`config.mk`:
```
export PLATFORM = sky130hd
export DESIGN_NAME = cbd_coeff_collector
export DESIGN_NICKNAME = d
export VERILOG_FILES = /design/src/rtl/cbd_coeff_collector.sv
export SDC_FILE = /design/constraint.sdc
export NUM_CORES = 1
export LEC_CHECK = 0
export CAP_MARGIN = 20
export CORE_ASPECT_RATIO = 0.7
export CORE_MARGIN = 4
export CORE_UTILIZATION = 45
export CTS_CLUSTER_SIZE = 25
export DETAILED_ROUTE_END_ITERATION = 7
export PLACE_DENSITY = 0.66
export SYNTH_ARGS = -nofsm -noshare
export SYNTH_HDL_FRONTEND = slang
export SYNTH_SLANG_ARGS = --single-unit
```
`constraint.sdc`:
```
create_clock -name clk -period 9.67 [get_ports clk]
set_clock_uncertainty 0.05 [all_clocks]
set_input_delay 2.4175 -clock clk [delete_from_list [all_inputs] [get_ports clk]]
set_output_delay 2.4175 -clock clk [all_outputs]
set_load 0.01 [all_outputs]
```
`src/rtl/cbd_coeff_collector.sv`:
```
// Collects sparse CBD sampler beats into a small FIFO and streams them out as
// indexed coefficients in [0, Q-1], one polynomial of N coefficients per start.
module cbd_coeff_collector #(
  parameter int LANES     = 4,
  parameter int CAND_BITS = 4,
  parameter int COEFF_W   = 12,
  parameter int Q         = 3329,
  parameter int N         = 256,
  parameter int DEPTH     = 8
) (
  input  logic                       clk,
  input  logic                       reset,
  input  logic                       start,
  input  logic                       in_valid,
  input  logic [LANES*CAND_BITS-1:0] sampled_vals,
  input  logic [LANES-1:0]           accepted_flags,
  output logic                       coef_valid,
  input  logic                       coef_ready,
  output logic [COEFF_W-1:0]         coef_data,
  output logic [$clog2(N)-1:0]       coef_addr,
  output logic                       busy,
  output logic                       done,
  output logic                       overflow
);

  localparam int AW        = $clog2(N);
  localparam int CNTW      = $clog2(N + 1);
  localparam int PW        = (DEPTH > 1) ? $clog2(DEPTH) : 1;
  localparam int OCCW      = $clog2(DEPTH + 1);
  localparam int LW        = $clog2(LANES + 1);
  localparam int CAND_SPAN = 1 << CAND_BITS;
  localparam logic [PW:0] DEPTH_P = (PW + 1)'(DEPTH);

  typedef enum logic [1:0] {S_IDLE, S_COLLECT, S_DRAIN} state_t;

  state_t              state_q, state_d;
  logic [CNTW-1:0]     pushed_q, pushed_d;
  logic [CNTW-1:0]     emitted_q, emitted_d;
  logic [PW-1:0]       wr_ptr_q, wr_ptr_d;
  logic [PW-1:0]       rd_ptr_q, rd_ptr_d;
  logic [OCCW-1:0]     occ_q, occ_d;
  logic                overflow_q, overflow_d;
  logic                done_q, done_d;

  logic [COEFF_W-1:0]  fifo_mem [DEPTH];

  logic [LW-1:0]       lane_rank  [LANES];
  logic [COEFF_W-1:0]  lane_coeff [LANES];
  logic [PW-1:0]       lane_slot  [LANES];
  logic [LANES-1:0]    lane_take;

  logic [LW-1:0]       beat_total;
  logic [CNTW-1:0]     remaining;
  logic [CNTW-1:0]     n_push;
  logic                beat_live, do_push, do_drop, do_pop;

  function automatic logic [PW-1:0] wrap_ptr(input logic [PW:0] v);
    if (v >= DEPTH_P) return PW'(v - DEPTH_P);
    return v[PW-1:0];
  endfunction

  // Each lane's rank among accepted lanes gives its compacted FIFO slot.
  genvar gi;
  generate
    for (gi = 0; gi < LANES; gi++) begin : g_lane
      logic [CAND_BITS-1:0] raw;
      logic [PW:0]          slot_sum;
      assign raw = sampled_vals[gi*CAND_BITS +: CAND_BITS];
      if (gi == 0) begin : g_first
        assign lane_rank[gi] = '0;
      end else begin : g_rest
        assign lane_rank[gi] = lane_rank[gi-1] + LW'(accepted_flags[gi-1]);
      end
      assign lane_coeff[gi] = raw[CAND_BITS-1] ? COEFF_W'(Q - CAND_SPAN + int'(raw))
                                               : COEFF_W'(raw);
      assign slot_sum      = (PW + 1)'(wr_ptr_q) + (PW + 1)'(lane_rank[gi]);
      assign lane_slot[gi] = wrap_ptr(slot_sum);
      assign lane_take[gi] = accepted_flags[gi] && (CNTW'(lane_rank[gi]) < n_push);
    end
  endgenerate

  assign beat_total = lane_rank[LANES-1] + LW'(accepted_flags[LANES-1]);
  assign remaining  = CNTW'(N) - pushed_q;
  assign n_push     = (CNTW'(beat_total) > remaining) ? remaining : CNTW'(beat_total);
  assign beat_live  = (state_q == S_COLLECT) && in_valid && (n_push != '0);
  // Room is judged on current occupancy only; a pop in this cycle does not help.
  assign do_push    = beat_live && (int'(n_push) <= DEPTH - int'(occ_q));
  assign do_drop    = beat_live && !do_push;

  assign busy       = (state_q != S_IDLE);
  assign coef_valid = busy && (occ_q != '0);
  assign coef_data  = coef_valid ? fifo_mem[rd_ptr_q] : '0;
  assign coef_addr  = emitted_q[AW-1:0];
  assign do_pop     = coef_valid && coef_ready;
  assign done       = done_q;
  assign overflow   = overflow_q;

  always_comb begin
    state_d    = state_q;
    pushed_d   = pushed_q;
    emitted_d  = emitted_q;
    wr_ptr_d   = wr_ptr_q;
    rd_ptr_d   = rd_ptr_q;
    occ_d      = occ_q;
    overflow_d = overflow_q;
    done_d     = 1'b0;
    case (state_q)
      S_IDLE: begin
        if (start) begin
          state_d    = S_COLLECT;
          pushed_d   = '0;
          emitted_d  = '0;
          wr_ptr_d   = '0;
          rd_ptr_d   = '0;
          occ_d      = '0;
          overflow_d = 1'b0;
        end
      end
      default: begin
        if (do_push) begin
          wr_ptr_d = wrap_ptr((PW + 1)'(wr_ptr_q) + (PW + 1)'(n_push));
          pushed_d = pushed_q + n_push;
        end
        if (do_drop) overflow_d = 1'b1;
        if (do_pop) begin
          rd_ptr_d  = wrap_ptr((PW + 1)'(rd_ptr_q) + (PW + 1)'(1));
          emitted_d = emitted_q + CNTW'(1);
        end
        occ_d = occ_q + (do_push ? OCCW'(n_push) : OCCW'(0)) - OCCW'(do_pop);
        if (state_q == S_COLLECT && pushed_d == CNTW'(N)) state_d = S_DRAIN;
        if (emitted_d == CNTW'(N)) begin
          state_d = S_IDLE;
          done_d  = 1'b1;
        end
      end
    endcase
  end

  always_ff @(posedge clk) begin
    if (reset) begin
      state_q    <= S_IDLE;
      pushed_q   <= '0;
      emitted_q  <= '0;
      wr_ptr_q   <= '0;
      rd_ptr_q   <= '0;
      occ_q      <= '0;
      overflow_q <= 1'b0;
      done_q     <= 1'b0;
    end else begin
      state_q    <= state_d;
      pushed_q   <= pushed_d;
      emitted_q  <= emitted_d;
      wr_ptr_q   <= wr_ptr_d;
      rd_ptr_q   <= rd_ptr_d;
      occ_q      <= occ_d;
      overflow_q <= overflow_d;
      done_q     <= done_d;
    end
  end

  always_ff @(posedge clk) begin
    for (int i = 0; i < LANES; i++) begin
      if (do_push && lane_take[i]) fifo_mem[lane_slot[i]] <= lane_coeff[i];
    end
  end

endmodule

```
* Word-level counts from Yosys, hierarchy flattened
Memories as Yosys holds them, arrays and structs flattened. A register that Yosys moved wholly into a read port is not among the register bits.
Cells that the tools add are included.
W data, S select, Z words.
** Word-level totals
- Register bits after elaboration :: 32
- RAM bits :: 96
- Input bits :: 25
- Output and inout bits :: 24
- Memories :: 1
** Memories
- fifo_mem :: depth 8, bits a word 12, read ports 1, clocked after Yosys merged registers in 1, wr ports 4, line 45 : logic [COEFF_W-1:0] fifo_mem [DEPTH];
** Cells by class
- Add/sub/neg operators :: 24
- Order comparisons :: 12
- Eq/ne operators :: 4
- Mux-type cells :: 61
- Reduce and logical (&&, ||, !) cells :: 29
** Operator list (count)
- $mux W9 :: 8
- $mux W12 :: 5
- $mux W3 :: 19
- $add A12 B4 Y12 const A :: 4
- $mux W1 :: 22
- $ge A4 B4 Y1 const B :: 5
- $eq A9 B9 Y1 const B :: 2
- $sub A3 B1 Y3 const B :: 6
- $logic_and A1 B1 Y1 :: 15
- $mux W4 :: 3
- $le A10 B5 Y1 :: 1
- $add A9 B1 Y9 const B :: 1
- $add A9 B9 Y9 :: 1
- $gt A3 B9 Y1 :: 1
- $lt A1 B9 Y1 :: 1
- $lt A1 B9 Y1 const A :: 1
- $lt A2 B9 Y1 :: 1
- $lt A3 B9 Y1 :: 1
- $reduce_bool A9 Y1 :: 1
- $sub A9 B9 Y9 const A :: 1
- $mux W2 :: 4
- $reduce_and A2 Y1 :: 4
- $reduce_bool A2 Y1 :: 4
- $sub A4 B4 Y5 const A :: 1
- 18 further kinds :: 18

* Longest topological paths before layout
- Depth in word-level cells :: 15
- Gate-level depth with buffers :: 26

* Worst setup path before layout
Ideal clock, no wire load.
- Path kind :: input port to flip-flop
- Start :: input accepted_flags[0]
- End :: register occ_q[3]
- Data arrival time :: 8.102 ns
- Data required time :: 9.497 ns
- Path slack :: 1.395 ns
- Stages :: 25
- Buffers on the path :: 1
- Path through :: fa_1 ha_1 fa_1 ha_1 nor2b_1 o21ai_0 a221oi_1 a21boi_0 or2_2 ha_1 and3_1 nand3_1 or3b_2 a21oi_2 clkbuf_1 nand2_1 ha_1 inv_1 ha_1 a21o_1 a21oi_1 xnor2_1 o21ai_0 nand2_1 o21ai_0
** Between the ends
- Longest elaborated chain between the ends :: 12
- Elaborated cells on any way between the ends :: 13
** RTL lines
- from (decl) :: line 16 : input logic [LANES-1:0] accepted_flags,
- $add A1 B1 Y2 * :: line 72 : assign lane_rank[gi] = lane_rank[gi-1] + LW'(accepted_flags[gi-1]);
- $add A2 B1 Y3 * :: line 72
- $add A3 B1 Y3 * :: line 82 : assign beat_total = lane_rank[LANES-1] + LW'(accepted_flags[LANES-1]);
- $gt A3 B9 Y1 :: line 84 : assign n_push = (CNTW'(beat_total) > remaining) ? remaining : CNTW'(beat_total);
- $mux W9 * :: line 84
- parallel branches: the longest is 3 deep, another holds $le A10 B5 Y1
- $mux W4 * :: line 129 : occ_d = occ_q + (do_push ? OCCW'(n_push) : OCCW'(0)) - OCCW'(do_pop);
- $add A4 B4 Y4 * :: line 129
- $sub A4 B1 Y4 * :: line 129
- $mux W4 * :: line 107 : case (state_q)
- to (signal assigned) :: line 146 : occ_q <= '0;
- to (signal assigned) :: line 155 : occ_q <= occ_d;
- to (decl) :: line 41 : logic [OCCW-1:0] occ_q, occ_d;
Every way passes the cells marked *.
A chain may end at the register's enable or synchronous reset.

==> impl_results.md <==
- Status: finished clean
- Total core area: around 18000 um^2
- Fillers: roughly 1600
- Pwr dens: between 100 and 150 nW/um^2
- Clk buf depth: 2
- Hold Path Depth: 2
- Inst Count DP: 1065
- Reg-to-Reg End: fifo_mem[0][5]$_DFFE_PP_
- Nets@finish: about 910
- Root buf cell: clkbuf_16
- DR vias: roughly 6600
- Initial antenna violation count: 0
- Tcrit/Tclk final: between 90 and 100%
- CTS Buf Count: 9
- # diodes: 0
- Crit Path Class: in2reg
- Seq cells post-synth: 99
- CP dominant cell by count: ha_1
- Top FF cell, synth: edfxtp_1
- # DRC: 0
- CTS tree: built
- Count leader, synth: mux2i_1
- Crit. End Element: register
- Fin crit period: about 8900 ps
- Post-Synthesis Cells: 801
- Ports: 49
- R2r setup slk: 3590 ps
- Vias per cell: about 6
- Setup crit end: fifo_mem[0][5]$_DFFE_PP_
- Post-CTS setup buffers: 0
- Post_cts resized: 0
- Gr usage total: between 20% and 30%
- Site Rows: 41
- Crit path DAT: around 8900 ps
- Critical Path Stages: 20
- Dominant cell type by area after synthesis: edfxtp_1
- Drt first pass iters: 5
- Post-synth EDFFs: 64
- Area growth from synthesis to layout: 12.6%
- Die Wd: roughly 170 um
- Synth cell types: between 70 and 80
- RSZ-0062 raised after global routing: false
- Max Freq: roughly 110 MHz
- Reg2reg start: pushed_q[0]$_SDFFE_PP0P_
- I/O Buffers: 47
- Critical Path Source Type: input port
- P_leak: around 3.6 nW
- Initial DRC count: about 920
- Seq/Total Area, Yosys: about a third
- Synth area leaders: edfxtp_1 (23%), mux2i_1 (22%), dfxtp_1 (8.4%), ha_1 (6.0%), mux4_2 (4.3%)
- Sequential cell area: ~2600 um^2
- CP startpoint: accepted_flags[0]
- Clk sinks: 99
- VDD IR max: between 80 and 90 uV
- Hold Buf Count CTS: 0
- Final ANT Viol Nets: 0
- Overflow after GRT: 0
- Cell Area, Synth: 8330 um^2
- WL final: approximately 23 mm
- First-pass GRT wire length: 35.7 mm
- Yosys warnings: 0
- Class of the worst hold path: reg2reg
- # Max-Cap Violations: 0
- H-tree depth: 3
- Vias in the first global route: 6124
- Routability cong.: between 0.9 and 1
- Final hold viol count: 0
- Worst Path Buf+Inv: 2
- Relative max-transition margin: a little over a quarter
- Post-synthesis async set-or-reset flop share: 0%
- Die Height: 122 um
- Final HPWL DP: between 15 and 20 mm
- Area share of the largest cell type after synthesis: 23.1%
- Final Non-Filler Cells: about 1100
- DR WL/cell: ~22 um
- Crit-path slowest cell: clkdlybuf4s50_1
- Slew Viols, Final: 0
- CTS clk-pin slew, worst paths: 80 ps
- Final-report setup violation count: 0
- Worst-path cell chain: clkdlybuf4s50_1 -> fa_1 -> ha_1 -> fa_1 -> ha_1 -> nor2b_1 -> o21ai_0 -> a221oi_1 -> a21boi_0 -> or2_2 -> ha_1 -> and3_1 -> nand3_1 -> or3b_2 -> a2111oi_4 -> nand4_4 -> a2111oi_4 -> buf_4 -> mux2i_1 -> mux2i_1
- Max Fanout on Critical Path: 9
- Starting density of the core: between 40% and 50%
- R2R cell count: 18
- Crit path max-delay family: adder cells
- Die footprint: around 21000 um^2
- Top cells by count, synth: mux2i_1 (180), edfxtp_1 (64), nand2_1 (51)
- Worst-margin pin slew: between 1000 and 1500 ps
- Largest stage delay, worst path: 690 ps
- Share of layout cells above drive strength 1: roughly an eighth
- Area of the multi-input gates: roughly 5300 um^2
- Setup TNS: 0 ps
- Syn Area/Cell: between 10 and 15 um^2
- Req. time, crit path: around 9700 ps
- Clk_lat worst skew: 360 ps
- Largest net degree at the start of global routing: 22
## state kept, by name, indices dropped and copies added (netlist names), named ones only
register and cells:
done 1, pushed_q 9, emitted_q 9, occ_q 4, state_q 2, rd_ptr_q 3
fifo_mem 64, overflow 1, wr_ptr_q 3
## metrics by stage
step	power, mW	util (%)	worst slack, ps	hold slack, ps	area [um^2]
6_report	1.05	51.8	819	402	9380
5_1_grt	1.09	51.8	466	425	9380
4_1_cts	1.05	51.8	868	406	9380
3_5_place_dp	0.677	50.1	507	398	9070
3_3_place_gp	0.675	50.1	622	391	9070
2_1_floorplan	0.611	-	1390	415	8350
## worst reg2reg max path, delay by kind of cell, from the launching register on
kind / cells / cell delay (ps)
AND/OR/NAND/NOR: 6 / 1670
AO/OA/AOI/OAI: 4 / 1520
adder cells (fa/ha/maj): 3 / 870
flip-flops: 1 / 550
buffers and inverters: 2 / 440
multiplexers: 2 / 370
XOR/XNOR: 1 / 320
## area by class of cell
cell class	instances	share of cell area, %
tap	236	3.15
timing repair buffer	75	7.25
inverter	34	1.36
sequential	99	27.9
multi-input combinational	621	56.9
clock inverter	7	0.973
clock buffer	9	2.40
## worst min path at each step
| stage | start | end |
|---|---|---|
| 3_3_place_gp | overflow$_SDFFE_PP0P_ | overflow$_SDFFE_PP0P_ |
| 3_5_place_dp | overflow$_SDFFE_PP0P_ | overflow$_SDFFE_PP0P_ |
| 4_1_cts | overflow$_SDFFE_PP0P_ | overflow$_SDFFE_PP0P_ |
| 5_1_grt | overflow$_SDFFE_PP0P_ | overflow$_SDFFE_PP0P_ |
| 6_report | overflow$_SDFFE_PP0P_ | overflow$_SDFFE_PP0P_ |
| 2_1_floorplan | emitted_q[8]$_SDFFE_PP0P_ | emitted_q[8]$_SDFFE_PP0P_ |
## per-layer routing
metal	vias to the layer above	wire length [um]	GRT usage, %
met2	278	9150	29.7
met4	0	312	4.74
met3	28	2180	5.45
met5	-	0	0
li1	3125	-	-
met1	3172	11600	36.2
## layout by cell type (no fill, tap or decap), types with 5 or more instances in the layout
master / count
mux2i_1: 180
edfxtp_1: 64
nand2_1: 51
clkdlybuf4s50_1: 47
ha_1: 40
nor2_1: 36
dfxtp_1: 35
inv_1: 32
nand3_1: 31
o21ai_0: 30
buf_4: 28
a21oi_1: 23
mux4_2: 16
nand4_1: 13
xor2_1: 13
xnor2_1: 13
mux2_2: 11
nand4_2: 9
clkbuf_16: 9
or3_1: 8
nor2b_1: 7
o31ai_1: 7
nor3_1: 7
a31oi_1: 7
fa_1: 7
nand2b_1: 6
and4_1: 6
conb_1: 6
o2111ai_1: 5
a21o_1: 5
a2111oi_4: 5
## where the power goes
part | switching [mW] | internal [mW] | total [mW] | leakage, nW
combinational | 0.136 | 0.0802 | 0.217 | 2.57
clock | 0.190 | 0.188 | 0.378 | 0.152
sequential | 0.00207 | 0.454 | 0.456 | 0.863
total | 0.329 | 0.722 | 1.05 | 3.58
## cells by family (layout without fill, tap and decap cells)
group	Yosys count	count (layout)	synth area share, %
AOI/OAI and AO/OA	124	124	11.6
DFF	99	99	31.5
xor gates and xnor gates	26	26	2.73
muxes	208	208	27.6
other	1	6	0.0450
and+or+nand+nor	210	210	14.2
adders and majority gates	47	47	7.69
buffers and inverters	86	125	4.64
(Power assumes the default switching activity.)
